==> config.mk <==
export PLATFORM = sky130hd
export DESIGN_NAME = load_sequencer
export DESIGN_NICKNAME = d
export VERILOG_FILES = /design/src/rtl/load_sequencer.sv
export SDC_FILE = /design/constraint.sdc
export NUM_CORES = 1
export LEC_CHECK = 0
export CORE_UTILIZATION = 43
export CTS_CLUSTER_DIAMETER = 120
export DETAILED_ROUTE_END_ITERATION = 10
export GPL_TIMING_DRIVEN = 0
export PLACE_DENSITY_LB_ADDON = 0.3
export SLEW_MARGIN = 15
export SYNTH_ARGS = -nofsm -noshare
export SYNTH_HDL_FRONTEND = slang
export SYNTH_SLANG_ARGS = --single-unit
==> constraint.sdc <==
create_clock -name clk -period 3.1 [get_ports clk]
set_input_delay 0.62 -clock clk [delete_from_list [all_inputs] [get_ports clk]]
set_output_delay 0.62 -clock clk [all_outputs]
set_load 0.02 [all_outputs]
==> src/rtl/load_sequencer.sv <==
// Multi-cycle MIPS load controller: word-aligned memory read over req/ack,
// byte/halfword lane select, sign/zero extension and register write-back.
module load_sequencer #(
    parameter int ADDR_WIDTH = 32,
    parameter int REG_BITS   = 5
) (
    input  logic                  clk,
    input  logic                  reset,
    input  logic                  start,
    input  logic [2:0]            load_type,
    input  logic [ADDR_WIDTH-1:0] addr,
    input  logic [REG_BITS-1:0]   dest_reg,
    output logic                  busy,
    output logic                  mem_req,
    output logic [ADDR_WIDTH-1:0] mem_addr,
    input  logic                  mem_ack,
    input  logic [31:0]           mem_rdata,
    output logic                  rf_we,
    output logic [REG_BITS-1:0]   rf_waddr,
    output logic [31:0]           rf_wdata,
    output logic                  load_fault
);

    typedef enum logic [1:0] {
        IDLE = 2'd0,
        REQ  = 2'd1,
        WB   = 2'd2,
        ERR  = 2'd3
    } state_t;

    localparam logic [2:0] LT_LB  = 3'b000;
    localparam logic [2:0] LT_LH  = 3'b001;
    localparam logic [2:0] LT_LW  = 3'b011;
    localparam logic [2:0] LT_LBU = 3'b100;
    localparam logic [2:0] LT_LHU = 3'b101;

    state_t      state;
    state_t      state_next;
    logic [2:0]  type_q;
    logic [1:0]  lane_q;
    logic        start_bad;
    logic [7:0]  byte_lane;
    logic [15:0] half_lane;
    logic [31:0] ext_data;

    // Reject illegal opcodes and misaligned halfword/word addresses up front
    always_comb begin
        start_bad = 1'b1;
        case (load_type)
            LT_LB, LT_LBU: start_bad = 1'b0;
            LT_LH, LT_LHU: start_bad = addr[0];
            LT_LW:         start_bad = (addr[1:0] != 2'b00);
            default:       start_bad = 1'b1;
        endcase
    end

    always_comb begin
        state_next = state;
        case (state)
            IDLE: begin
                if (start) begin
                    state_next = start_bad ? ERR : REQ;
                end
            end
            REQ: begin
                if (mem_ack) begin
                    state_next = WB;
                end
            end
            WB:      state_next = IDLE;
            ERR:     state_next = IDLE;
            default: state_next = IDLE;
        endcase
    end

    always_ff @(posedge clk or posedge reset) begin
        if (reset) begin
            state <= IDLE;
        end else begin
            state <= state_next;
        end
    end

    assign busy       = (state != IDLE);
    assign mem_req    = (state == REQ);
    assign load_fault = (state == ERR);
    // Writes to r0 are suppressed but the read itself still happens
    assign rf_we      = (state == WB) && (rf_waddr != '0);

    always_comb begin
        byte_lane = mem_rdata[7:0];
        case (lane_q)
            2'd0:    byte_lane = mem_rdata[7:0];
            2'd1:    byte_lane = mem_rdata[15:8];
            2'd2:    byte_lane = mem_rdata[23:16];
            2'd3:    byte_lane = mem_rdata[31:24];
            default: byte_lane = mem_rdata[7:0];
        endcase
        half_lane = lane_q[1] ? mem_rdata[31:16] : mem_rdata[15:0];
    end

    always_comb begin
        ext_data = mem_rdata;
        case (type_q)
            LT_LB:   ext_data = {{24{byte_lane[7]}}, byte_lane};
            LT_LBU:  ext_data = {24'd0, byte_lane};
            LT_LH:   ext_data = {{16{half_lane[15]}}, half_lane};
            LT_LHU:  ext_data = {16'd0, half_lane};
            default: ext_data = mem_rdata;
        endcase
    end

    always_ff @(posedge clk or posedge reset) begin
        if (reset) begin
            mem_addr <= '0;
            rf_waddr <= '0;
            rf_wdata <= '0;
            type_q   <= '0;
            lane_q   <= '0;
        end else begin
            if (state == IDLE && start) begin
                mem_addr <= {addr[ADDR_WIDTH-1:2], 2'b00};
                rf_waddr <= dest_reg;
                type_q   <= load_type;
                lane_q   <= addr[1:0];
            end
            if (state == REQ && mem_ack) begin
                rf_wdata <= ext_data;
            end
        end
    end

endmodule
==> Yosys cells after proc, flatten, opt, wreduce, memory -nomap -nowiden <==
Cells that the tools add are included.
W data, S select, Z words.
{ "word_totals": {"output_inout_bits": 73, "input_bits": 76, "register_bits": 74, "elab_cells": 43} }
{ "classes": {"n_reduce_logical": 14, "mux": 8, "n_eq_ne": 15} }
{ "op_table": {"columns": ["op", "count"], "rows": [
  ["$pmux W32 S4", 1],
  ["$pmux W8 S4", 1],
  ["$mux W16", 1],
  ["$eq A3 B3 Y1 const B", 4],
  ["$eq A2 B2 Y1 const B", 4],
  ["$eq A3 B1 Y1 const B", 2],
  ["$logic_not A3 Y1", 2],
  ["$mux W2", 3],
  ["$pmux W2 S3", 1],
  ["$reduce_or A2 Y1", 3],
  ["$reduce_bool A5 Y1", 1],
  ["$eq A2 B1 Y1 const B", 2],
  ["$logic_not A2 Y1", 2],
  ["$reduce_bool A2 Y1", 2],
  ["$eq A3 B2 Y1 const B", 1],
  ["$logic_and A1 B1 Y1", 3],
  ["$pmux W1 S3", 1],
  ["$ne A2 B1 Y1 const B", 1],
  ["$ne A2 B2 Y1 const B", 1],
  ["$reduce_and A2 Y1", 1]
]} }

==> Depth between registers and ports, before layout <==
Gate-level depths: netlist (run 1).
{ "logic_depth": {"depth_word": 6, "depth_mapped": 6, "mapped_depth_nobuf": 4} }

==> Least setup slack after synthesis (run 1) <==
OpenSTA, ideal clock, no wires.
{ "synth_timing": {"path_kind": "register to output", "startpoint": "register rf_waddr[3]", "endpoint": "output rf_we", "arrival_time_ns": 1.159, "path_slack_ns": 1.321, "path_stages_with_launch": 4, "path_buffers": 0, "required_ns": 2.480, "cell_sequence": "dfrtp_1 -> or4_1 -> nor2_1 -> nor3b_1"} }
{ "synth_between": {"elab_chain_len": 2} }
{ "synth_lines": {"columns": ["item", "line", "text"], "rows": [
  ["from (decl)", "19", "output logic [REG_BITS-1:0] rf_waddr,"],
  ["from (signal assigned)", "123", "rf_waddr <= dest_reg;"],
  ["$reduce_bool A5 Y1", "88", "assign rf_we = (state == WB) && (rf_waddr != '0);"],
  ["$logic_and A1 B1 Y1", "88", null],
  ["to (decl)", "18", "output logic rf_we,"]
]} }
Every way passes these cells.

==> Worst setup path after layout (run 1) <==
Same ends and word-level chain as after synthesis.

==> results of run 1 <==
layout make-up:
class                   count  share of cell area, %
inverters                   6                  0.469
repair buffers            147                   27.8
well taps                 102                   2.39
plain buffers              23                   2.79
clock inverters             4                   1.36
multi-input cells         211                   27.4
clock buffers              12                   3.09
flip-flops and latches     74                   34.7
power groups by stage:
stage,registers [mW],clock network [mW],logic [mW]
2_1_floorplan,2.23,0,1.21
3_3_place_gp,1.72,0,2.96
3_5_place_dp,1.75,0,3.00
4_1_cts,1.73,0.887,3.02
5_1_grt,1.79,0.917,3.23
6_report,1.73,0.874,3.00
cell usage after synthesis, types with 2 or more instances:
cell type | number | share of area [%]
nand2b_1 | 3 | 0.54
a21o_1 | 6 | 1.3
nor2_1 | 15 | 1.6
a21oi_1 | 12 | 1.7
a2bb2oi_1 | 3 | 0.75
mux2_2 | 44 | 14
a31oi_1 | 4 | 0.72
nor2b_1 | 2 | 0.36
o22ai_1 | 2 | 0.36
clkbuf_1 | 6 | 0.65
a221oi_1 | 2 | 0.50
mux2i_1 | 5 | 1.4
buf_6 | 6 | 1.9
inv_1 | 6 | 0.65
dfrtp_1 | 74 | 53
mux2_1 | 2 | 0.65
nand3b_1 | 11 | 2.4
a211oi_1 | 2 | 0.43
nor3b_1 | 2 | 0.43
nor3_1 | 3 | 0.43
buf_4 | 2 | 0.43
buf_2 | 8 | 1.1
nand2_1 | 32 | 3.4
o21ai_0 | 9 | 1.3
nand3_1 | 33 | 4.7
path summary, 6_finish.rpt:
kind | startpoint | end | slack, ns
max | rf_waddr[3] | rf_we | 0.52
min | rf_wdata[5] | rf_wdata[5] | 0.49
max reg2reg | lane_q[1] | rf_wdata[10] | 1.25
min reg2reg | rf_wdata[5] | rf_wdata[5] | 0.49
max in group asynchronous | reset | rf_wdata[20] | 1.90
min in group asynchronous | reset | type_q[0] | 0.63
logic make-up after synthesis:
kind of cell	synth area share, %
AO/OA/AOI/OAI	8.55
buffers and inverters	4.92
flip-flops	53.2
multiplexers	16.7
other	0.108
AND/OR/NAND/NOR	16.6
worst register-to-register path: stages (launching register included):
cell and delay, ns:
dfrtp_1 0.40, buf_6 0.17, mux2i_1 0.31, nor4_1 0.12, nor4_2 0.54, a21oi_1 0.15
registers in the layout, indices dropped and copies added (netlist names):
signal	cells
lane_q	2
mem_addr	30
rf_waddr	5
rf_wdata	32
state	2
type_q	3
through the flow:
step           instance area (um2)  TNS (ns)  std cells
3_5_place_dp                  5100         0        563
4_1_cts                       5340         0        579
5_1_grt                       5340         0        579
3_3_place_gp                  5080    -46.80        562
2_1_floorplan                 3490         0        314
6_report                      5340         0        579
cell usage in the layout, fill, tap and decap left out, types with 6 or more instances in the layout:
master           instances
clkdlybuf4s50_1        146
dfrtp_1                 74
mux2_2                  44
nand3_1                 33
nand2_1                 32
nor2_1                  15
a21oi_1                 12
clkbuf_8                12
nand3b_1                11
o21ai_0                  9
buf_2                    8
buf_6                    6
a21o_1                   6
clkbuf_1                 6
routing by layer:
metal / track usage [%] / part of all wire, %
met1: 28.1 / 41
met2: 36.8 / 46
met3: 7.96 / 10
met4: 9.64 / 2.3
met5: 0 / 0
==> flow_metrics.tcl, run 1 <==
set metrics [dict create \
    fin_ws_ns 0.522 \
    die_h_um 92.0 \
    power.switching_mw 2.15 \
    pre_cts_ws_ns 0.724 \
    cts_hold_buf 0 \
    crit_path_max_incr_delay_ns 0.55 \
    p_sw_share_pct 38.4 \
    critPathRequiredTime_ns 2.48 \
    async_flop_share_pct 100 \
    min_delay_path_depth 2 \
    seq_area_frac_synth_pct 53.2 \
    fin_hold_ws_ns 0.488 \
    ir_worst_vdd_mv 0.613 \
    routedWlPerCell_um 15.9 \
    cp-start-kind "flip-flop" \
    path_delay_family "simple AND/OR/NAND/NOR gates" \
    slowest_stage "clkdlybuf4s50_1" \
    ys_types 44 \
    die_x_um 92.0 \
    synth_flop_cell "dfrtp_1" \
    path_class "reg -> out" \
    num_vias 2990 \
    cts_tree "yes" \
    finalHoldViolCount 0 \
    hold_path_class "reg -> reg" \
    end_kind "primary output" \
    fin_util_pct 68.7 \
    ctsResizeCount 0 \
    crit_cells 4 \
    first_global_vias 3114 \
    drive_gt1_share_pct 17.8 \
    total_power_mw 5.61 \
    row_count 32 \
    clock_path_buffers 2 \
    min_period_ns 2.58 \
    p_per_area_nw_per_um2 1050 \
    worst-endpoint-arrival_ns 1.96 \
    ant_nets 0 \
    clock_skew_ns 0.00981 \
    grt_max_degree 44 \
    wl_um 9220 \
    htree_num_levels 3 \
    pin_count 149 \
    clkPwrFrac_pct 15.6 \
    coreArea_um2 7770 \
    synth_edf_count 0 \
    design.die.area_um2 8460 \
    path_max_fanout 3 \
    p_leak_nw 2.24 \
    p_int_mw 3.46 \
    io_buffers 146 \
    fmax_mhz 388 \
    antenna_found_initial 0 \
    drcViolationCount 0 \
    antennaDiodeCount 0 \
    synthesis.area_um2 3480 \
    tightest_slew_ns 0.705 \
    multi_input_area_um2 1460 \
    clk_pin_slew_ns 0.08 \
    crit_path_cell_trace "or4_1 -> nor2_1 -> nor3b_1 -> clkdlybuf4s50_1" \
    netlist_instances 313 \
    drt_iter0_drc 90 \
    rsz0062_at_grt "false" \
    hpwl_um 6950 \
    combinationalPowerShare_pct 53.5 \
    setup_viol 0 \
    numClockSinks 74 \
    worst-path-buf-inv 1 \
    clkLatencyLatePin_ns 0.34 \
    period_share_pct 83.2 \
    grt_pass1_wl_um 15100 \
    seq_power_share_pct 30.9 \
    synthToLayoutAreaGrowth_pct 53.2 \
    yosys_register_bits 74 \
    gp_congestion 0.854 \
    grt_overflow 0 \
    max_slew_margin_pct 52.6 \
    seq_area_um2 1850 \
    drt_first_pass_iters 4 \
    ys_warn_count 0 \
    grt_usage_pct 22.9 \
    fillCellCount 623 \
    reg2reg_depth 5 \
    cts_root_buf "clkbuf_8" \
    cts_buffers 9 \
    vias_per_cell 5.16 \
    slew_violations 0 \
    synth_area_per_cell_um2 11.1 \
    maxCapViolations 0 \
    final_nets 548 \
    start_util_pct 44.8 \
    post_cts_buffers 0 \
    status "finished, final reports clean" \
]
Note: power is estimated with default switching activity, not from simulation.
==> run 2: changes to the inputs <==
--- a/config.mk
+++ b/config.mk
@@ -5,7 +5,7 @@
 export SDC_FILE = /design/constraint.sdc
 export NUM_CORES = 1
 export LEC_CHECK = 0
-export CORE_UTILIZATION = 43
+export CORE_UTILIZATION = 38
 export CTS_CLUSTER_DIAMETER = 120
 export DETAILED_ROUTE_END_ITERATION = 10
 export GPL_TIMING_DRIVEN = 0
==> constraint.sdc (replaced) <==
create_clock -name clk -period 2.08 [get_ports clk]
set_input_delay 0.416 -clock clk [delete_from_list [all_inputs] [get_ports clk]]
set_output_delay 0.416 -clock clk [all_outputs]
set_load 0.02 [all_outputs]
==> run 2 against run 1 <==
Effect of this change:
- via count grew 0.43%
- global-route usage decreased by 1.6 points
- worst setup slack got worse by 0.43 ns
- first-iteration DRC count is 87% higher
- largest power group unchanged
- sequential power rose by 49%
- critical path type unchanged
- die area is 13% higher
- the flow now finishes with violations (DRC)
- worst hold slack got worse by 0.033 ns
- largest cell class unchanged
- clock power is 40% higher
==> flow_metrics.tcl, run 2 (same netlist as run 1, synthesis figures left out) <==
set metrics [dict create \
    final_nets 549 \
    grt_max_degree 28 \
    crit_path_cell_trace "or4_1 -> nor2_1 -> nor3b_1 -> buf_2" \
    post_cts_buffers 0 \
    drt_first_pass_iters 8 \
    die_x_um 97.7 \
    end_kind "primary output" \
    cts_tree "yes" \
    violations "DRC" \
    path_delay_family "simple AND/OR/NAND/NOR gates" \
    ctsResizeCount 7 \
    fmax_mhz 503 \
    critPathRequiredTime_ns 1.66 \
    io_buffers 146 \
    worst-endpoint-arrival_ns 1.57 \
    max_slew_margin_pct 59.7 \
    clock_path_buffers 2 \
    seq_area_um2 1850 \
    hold_path_class "in -> async" \
    rsz0062_at_grt "false" \
    layout_common_cells "clkdlybuf4s50_1 (143), dfrtp_1 (74), mux2_2 (44), nand3_1 (33), nand2_1 (32)" \
    coreArea_um2 8810 \
    pre_cts_ws_ns -0.0298 \
    met3_usage_pct 7.09 \
    fin_area_um2 5330 \
    tightest_slew_ns 0.600 \
    worst-path-buf-inv 1 \
    finalHoldViolCount 0 \
    clk_pin_slew_ns 0.09 \
    reg2reg_to "rf_wdata[14]" \
    fin_hold_ws_ns 0.455 \
    period_share_pct 95.5 \
    clock_skew_ns 0.0170 \
    multi_input_area_um2 1460 \
    ir_worst_vdd_mv 0.710 \
    gp_congestion 0.852 \
    routedWlPerCell_um 16.4 \
    fin_ws_ns 0.0928 \
    setup_viol 0 \
    numClockSinks 74 \
    largest_reg_flops 32 \
    maxCapViolations 0 \
    min_period_ns 1.99 \
    antennaDiodeCount 0 \
    reg2reg_depth 5 \
    largestRegisters "rf_wdata x32, mem_addr x30, rf_waddr x5" \
    grt_usage_pct 21.3 \
    synthToLayoutAreaGrowth_pct 53.1 \
    cts_buffers 9 \
    fillCellCount 754 \
    r2r_start "lane_q[1]" \
    die_h_um 97.7 \
    start_util_pct 39.6 \
    hpwl_um 7460 \
    first_global_vias 3244 \
    antenna_found_initial 0 \
    ant_nets 0 \
    r2r_setup_slack_ns 0.30 \
    grtUsageMet1_pct 25.6 \
    grt_overflow 0 \
    design.die.area_um2 9550 \
    cts_root_buf "clkbuf_8" \
    p_per_area_nw_per_um2 1550 \
    use_met2_pct 34.6 \
    path_class "reg -> out" \
    top_register "rf_wdata" \
    num_vias 3003 \
    row_count 34 \
    htree_num_levels 3 \
    drt_iter0_drc 168 \
    cts_hold_buf 0 \
    path_max_fanout 3 \
    drive_gt1_share_pct 17.4 \
    clkLatencyLatePin_ns 0.34 \
    fin_setup_tns_ns 0 \
    mostFrequentLayoutCell "clkdlybuf4s50_1" \
    grt_busiest_layer "met2" \
    placed_area_um2 5130 \
    crit_path_max_incr_delay_ns 0.52 \
    slowest_stage "or4_1" \
    drcViolationCount 20 \
    wl_um 9610 \
    p_leak_nw 2.24 \
    grt_pass1_wl_um 15900 \
    vias_per_cell 5.12 \
    status "finished with violations" \
    pin_count 149 \
    slew_violations 0 \
    cp-start-kind "flip-flop" \
    fin_util_pct 60.6 \
]
==> run 2: through the flow <==
stage	instances	total power, mW
floorplan	314	5.12
global placement	568	7.00
detailed placement	570	7.11
CTS	586	8.34
global route	586	8.76
finish	586	8.26
==> run 2: worst reg2reg max path, stage by stage, from the launching register on <==
cell and delay (ns):
dfrtp_1 0.40, buf_6 0.17, mux2i_1 0.33, nor4_1 0.12, nor4_2 0.46, a21oi_1 0.15
==> run 2: power breakdown <==
part	switching, mW	leakage (nW)	internal [mW]	total (mW)
Sequential	0.437	0.880	2.14	2.58
Combinational	2.24	1.25	2.22	4.46
Clock	0.503	0.105	0.712	1.22
Total	3.18	2.24	5.07	8.26
==> run 2: layer usage <==
| metal | share of wire (%) | wire [um] |
|---|---|---|
| met5 | 0 | 0 |
| met4 | 2.6 | 247 |
| met3 | 9.9 | 948 |
| met2 | 48 | 4620 |
| met1 | 39 | 3790 |
==> run 2: worst max-delay path by stage <==
stage | slack, ns | from | depth (start not counted) | end
after CTS | 0.07 | rf_waddr[3] | 4 | rf_we
final | 0.09 | rf_waddr[3] | 4 | rf_we
after floorplan | 0.51 | rf_waddr[3] | 3 | rf_we
after global routing | 0.005 | rf_waddr[3] | 4 | rf_we
after global placement | -0.05 | reset | 2 | rf_wdata[20]
after detailed placement | -0.03 | mem_rdata[31] | 5 | rf_wdata[14]
==> run 2: area by class of cell <==
cell class	count	share of cell area [%]
clock buffers	14	2.86
clock inverters	2	1.13
multi-input cells	211	27.5
flip-flops and latches	74	34.7
well taps	108	2.53
plain buffers	23	2.79
inverters	6	0.493
repair buffers	148	28.0
==> run 3: changes to the inputs <==
--- a/config.mk
+++ b/config.mk
@@ -5,6 +5,7 @@
 export SDC_FILE = /design/constraint.sdc
 export NUM_CORES = 1
 export LEC_CHECK = 0
+export CAP_MARGIN = 40
 export CORE_UTILIZATION = 38
 export CTS_CLUSTER_DIAMETER = 120
 export DETAILED_ROUTE_END_ITERATION = 10
==> run 3 against run 2 <==
Effect of this change:
- the flow still finishes with violations (DRC)
- combinational power about the same
- cell area is the same
- die area is the same
- worst setup slack unchanged
- sequential cell count unchanged
- cell count stayed put
- critical path type unchanged
==> flow_metrics.tcl, run 3 (same netlist as run 1, synthesis figures left out) <==
set metrics [dict create \
    drt_first_pass_iters 8 \
    wl_met3_um 948 \
    crit_path_cell_trace "or4_1 -> nor2_1 -> nor3b_1 -> buf_2" \
    drcViolationCount 20 \
    reg2reg_to "rf_wdata[14]" \
    wl_um 9610 \
    routedWlPerCell_um 16.4 \
    mostFrequentLayoutCell "clkdlybuf4s50_1" \
    grt_overflow 0 \
    antenna_found_initial 0 \
    period_share_pct 95.5 \
    cts_root_buf "clkbuf_8" \
    seq_area_um2 1850 \
    maxCapViolations 0 \
    antennaDiodeCount 0 \
    largestRegisters "rf_wdata x32, mem_addr x30, rf_waddr x5" \
    slowest_stage "or4_1" \
    largest_reg_flops 32 \
    top_register "rf_wdata" \
    p_per_area_nw_per_um2 1550 \
    clkLatencyLatePin_ns 0.34 \
    die_x_um 97.7 \
    critPathCapture "rf_we" \
    numClockSinks 74 \
    hpwl_um 7460 \
    final_nets 549 \
    p_leak_nw 2.24 \
    violations "DRC" \
    tightest_slew_ns 0.600 \
    multi_input_area_um2 1460 \
    fin_setup_tns_ns 0 \
    stdcell_count 586 \
    worst-endpoint-arrival_ns 1.57 \
    fin_hold_ws_ns 0.455 \
    first_global_vias 3244 \
    clk_pin_slew_ns 0.09 \
    drt_iter0_drc 168 \
    htree_num_levels 3 \
    synthToLayoutAreaGrowth_pct 53.1 \
    setup_viol 0 \
    status "finished with violations" \
    drive_gt1_share_pct 17.4 \
    clock_skew_ns 0.0170 \
    end_kind "primary output" \
    max_slew_margin_pct 59.7 \
    clock_path_buffers 2 \
    min_period_ns 1.99 \
    grt_usage_pct 21.3 \
    critPathRequiredTime_ns 1.66 \
    coreArea_um2 8810 \
    row_count 34 \
    r2r_setup_slack_ns 0.30 \
    fillCellCount 754 \
    layout_common_cells "clkdlybuf4s50_1 (143), dfrtp_1 (74), mux2_2 (44), nand3_1 (33), nand2_1 (32)" \
    cp-start-kind "flip-flop" \
    fmax_mhz 503 \
    finalHoldViolCount 0 \
    ir_worst_vdd_mv 0.710 \
    vias_per_cell 5.12 \
    cts_tree "yes" \
    die_h_um 97.7 \
    num_vias 3003 \
    slew_violations 0 \
    grt_max_degree 28 \
    post_cts_buffers 0 \
    highest_layer "met4" \
    grt_pass1_wl_um 15900 \
    crit_start "rf_waddr[3]" \
    gp_congestion 0.852 \
    path_max_fanout 3 \
    r2r_start "lane_q[1]" \
    crit_path_max_incr_delay_ns 0.52 \
    placed_area_um2 5130 \
    path_class "reg -> out" \
    reg2reg_depth 5 \
    cts_buffers 9 \
    fin_area_um2 5330 \
    hold_path_class "in -> async" \
    start_util_pct 39.6 \
    pin_count 149 \
    design.die.area_um2 9550 \
    placed_cells 570 \
    dr_wl_met2_um 4620 \
    rsz0062_at_grt "false" \
    io_buffers 146 \
    total_power_mw 8.26 \
    ant_nets 0 \
    wl_met1_um 3790 \
]
-- run 3: cell counts in the layout (fill, tap and decap cells not counted) --
No cell type changed its count.
-- run 3: per-layer routing --
layer / vias up / track usage, %
met4: 0 / 10.3
li1: 1425 / -
met1: 1407 / 25.6
met3: 21 / 7.09
met5: - / 0
met2: 150 / 34.6
-- run 3: worst min path at each step --
stage | start | endpoint | slack [ns] | cells after the start
after floorplan | type_q[2] | type_q[2] | 0.53 | 1
after global placement | rf_wdata[5] | rf_wdata[5] | 0.47 | 2
after detailed placement | rf_wdata[17] | rf_wdata[17] | 0.48 | 2
after CTS | reset | rf_wdata[13] | 0.46 | 2
after global routing | reset | rf_wdata[13] | 0.51 | 2
final | reset | rf_wdata[13] | 0.46 | 2
-- run 3: cell type report --
cell class,instances,share of cell area (%)
tap,108,2.53
buffer,23,2.79
timing repair buffer,148,28.0
multi-input combinational,211,27.5
clock buffer,14,2.86
inverter,6,0.493
sequential,74,34.7
clock inverter,2,1.13
-- run 3: where the power goes --
group,switching (mW),internal (mW),total (mW)
Sequential,0.437,2.14,2.58
Combinational,2.24,2.22,4.46
Clock,0.503,0.712,1.22
-- run 3: critical path: cells and delay by family (launching register included) --
family,cells,cell delay (ns)
AND/OR/NAND/NOR,3,0.68
buffers and inverters,1,0.16
flip-flops,1,0.40
-- run 3: repair_timing --
item | CTS | global route
gates resized for setup | 7 | 0
hold buffers | 0 | 0
endpoints found under the hold margin | 0 | 0
setup endpoints to repair | 3 | 0
-- run 3: metrics by stage --
step | worst slack [ns] | utilization [%]
CTS | 0.0709 | 60.6
global route | 0.00454 | 60.6
finish | 0.0928 | 60.6
global placement | -0.0475 | 57.8
detailed placement | -0.0298 | 58.2
floorplan | 0.505 | -
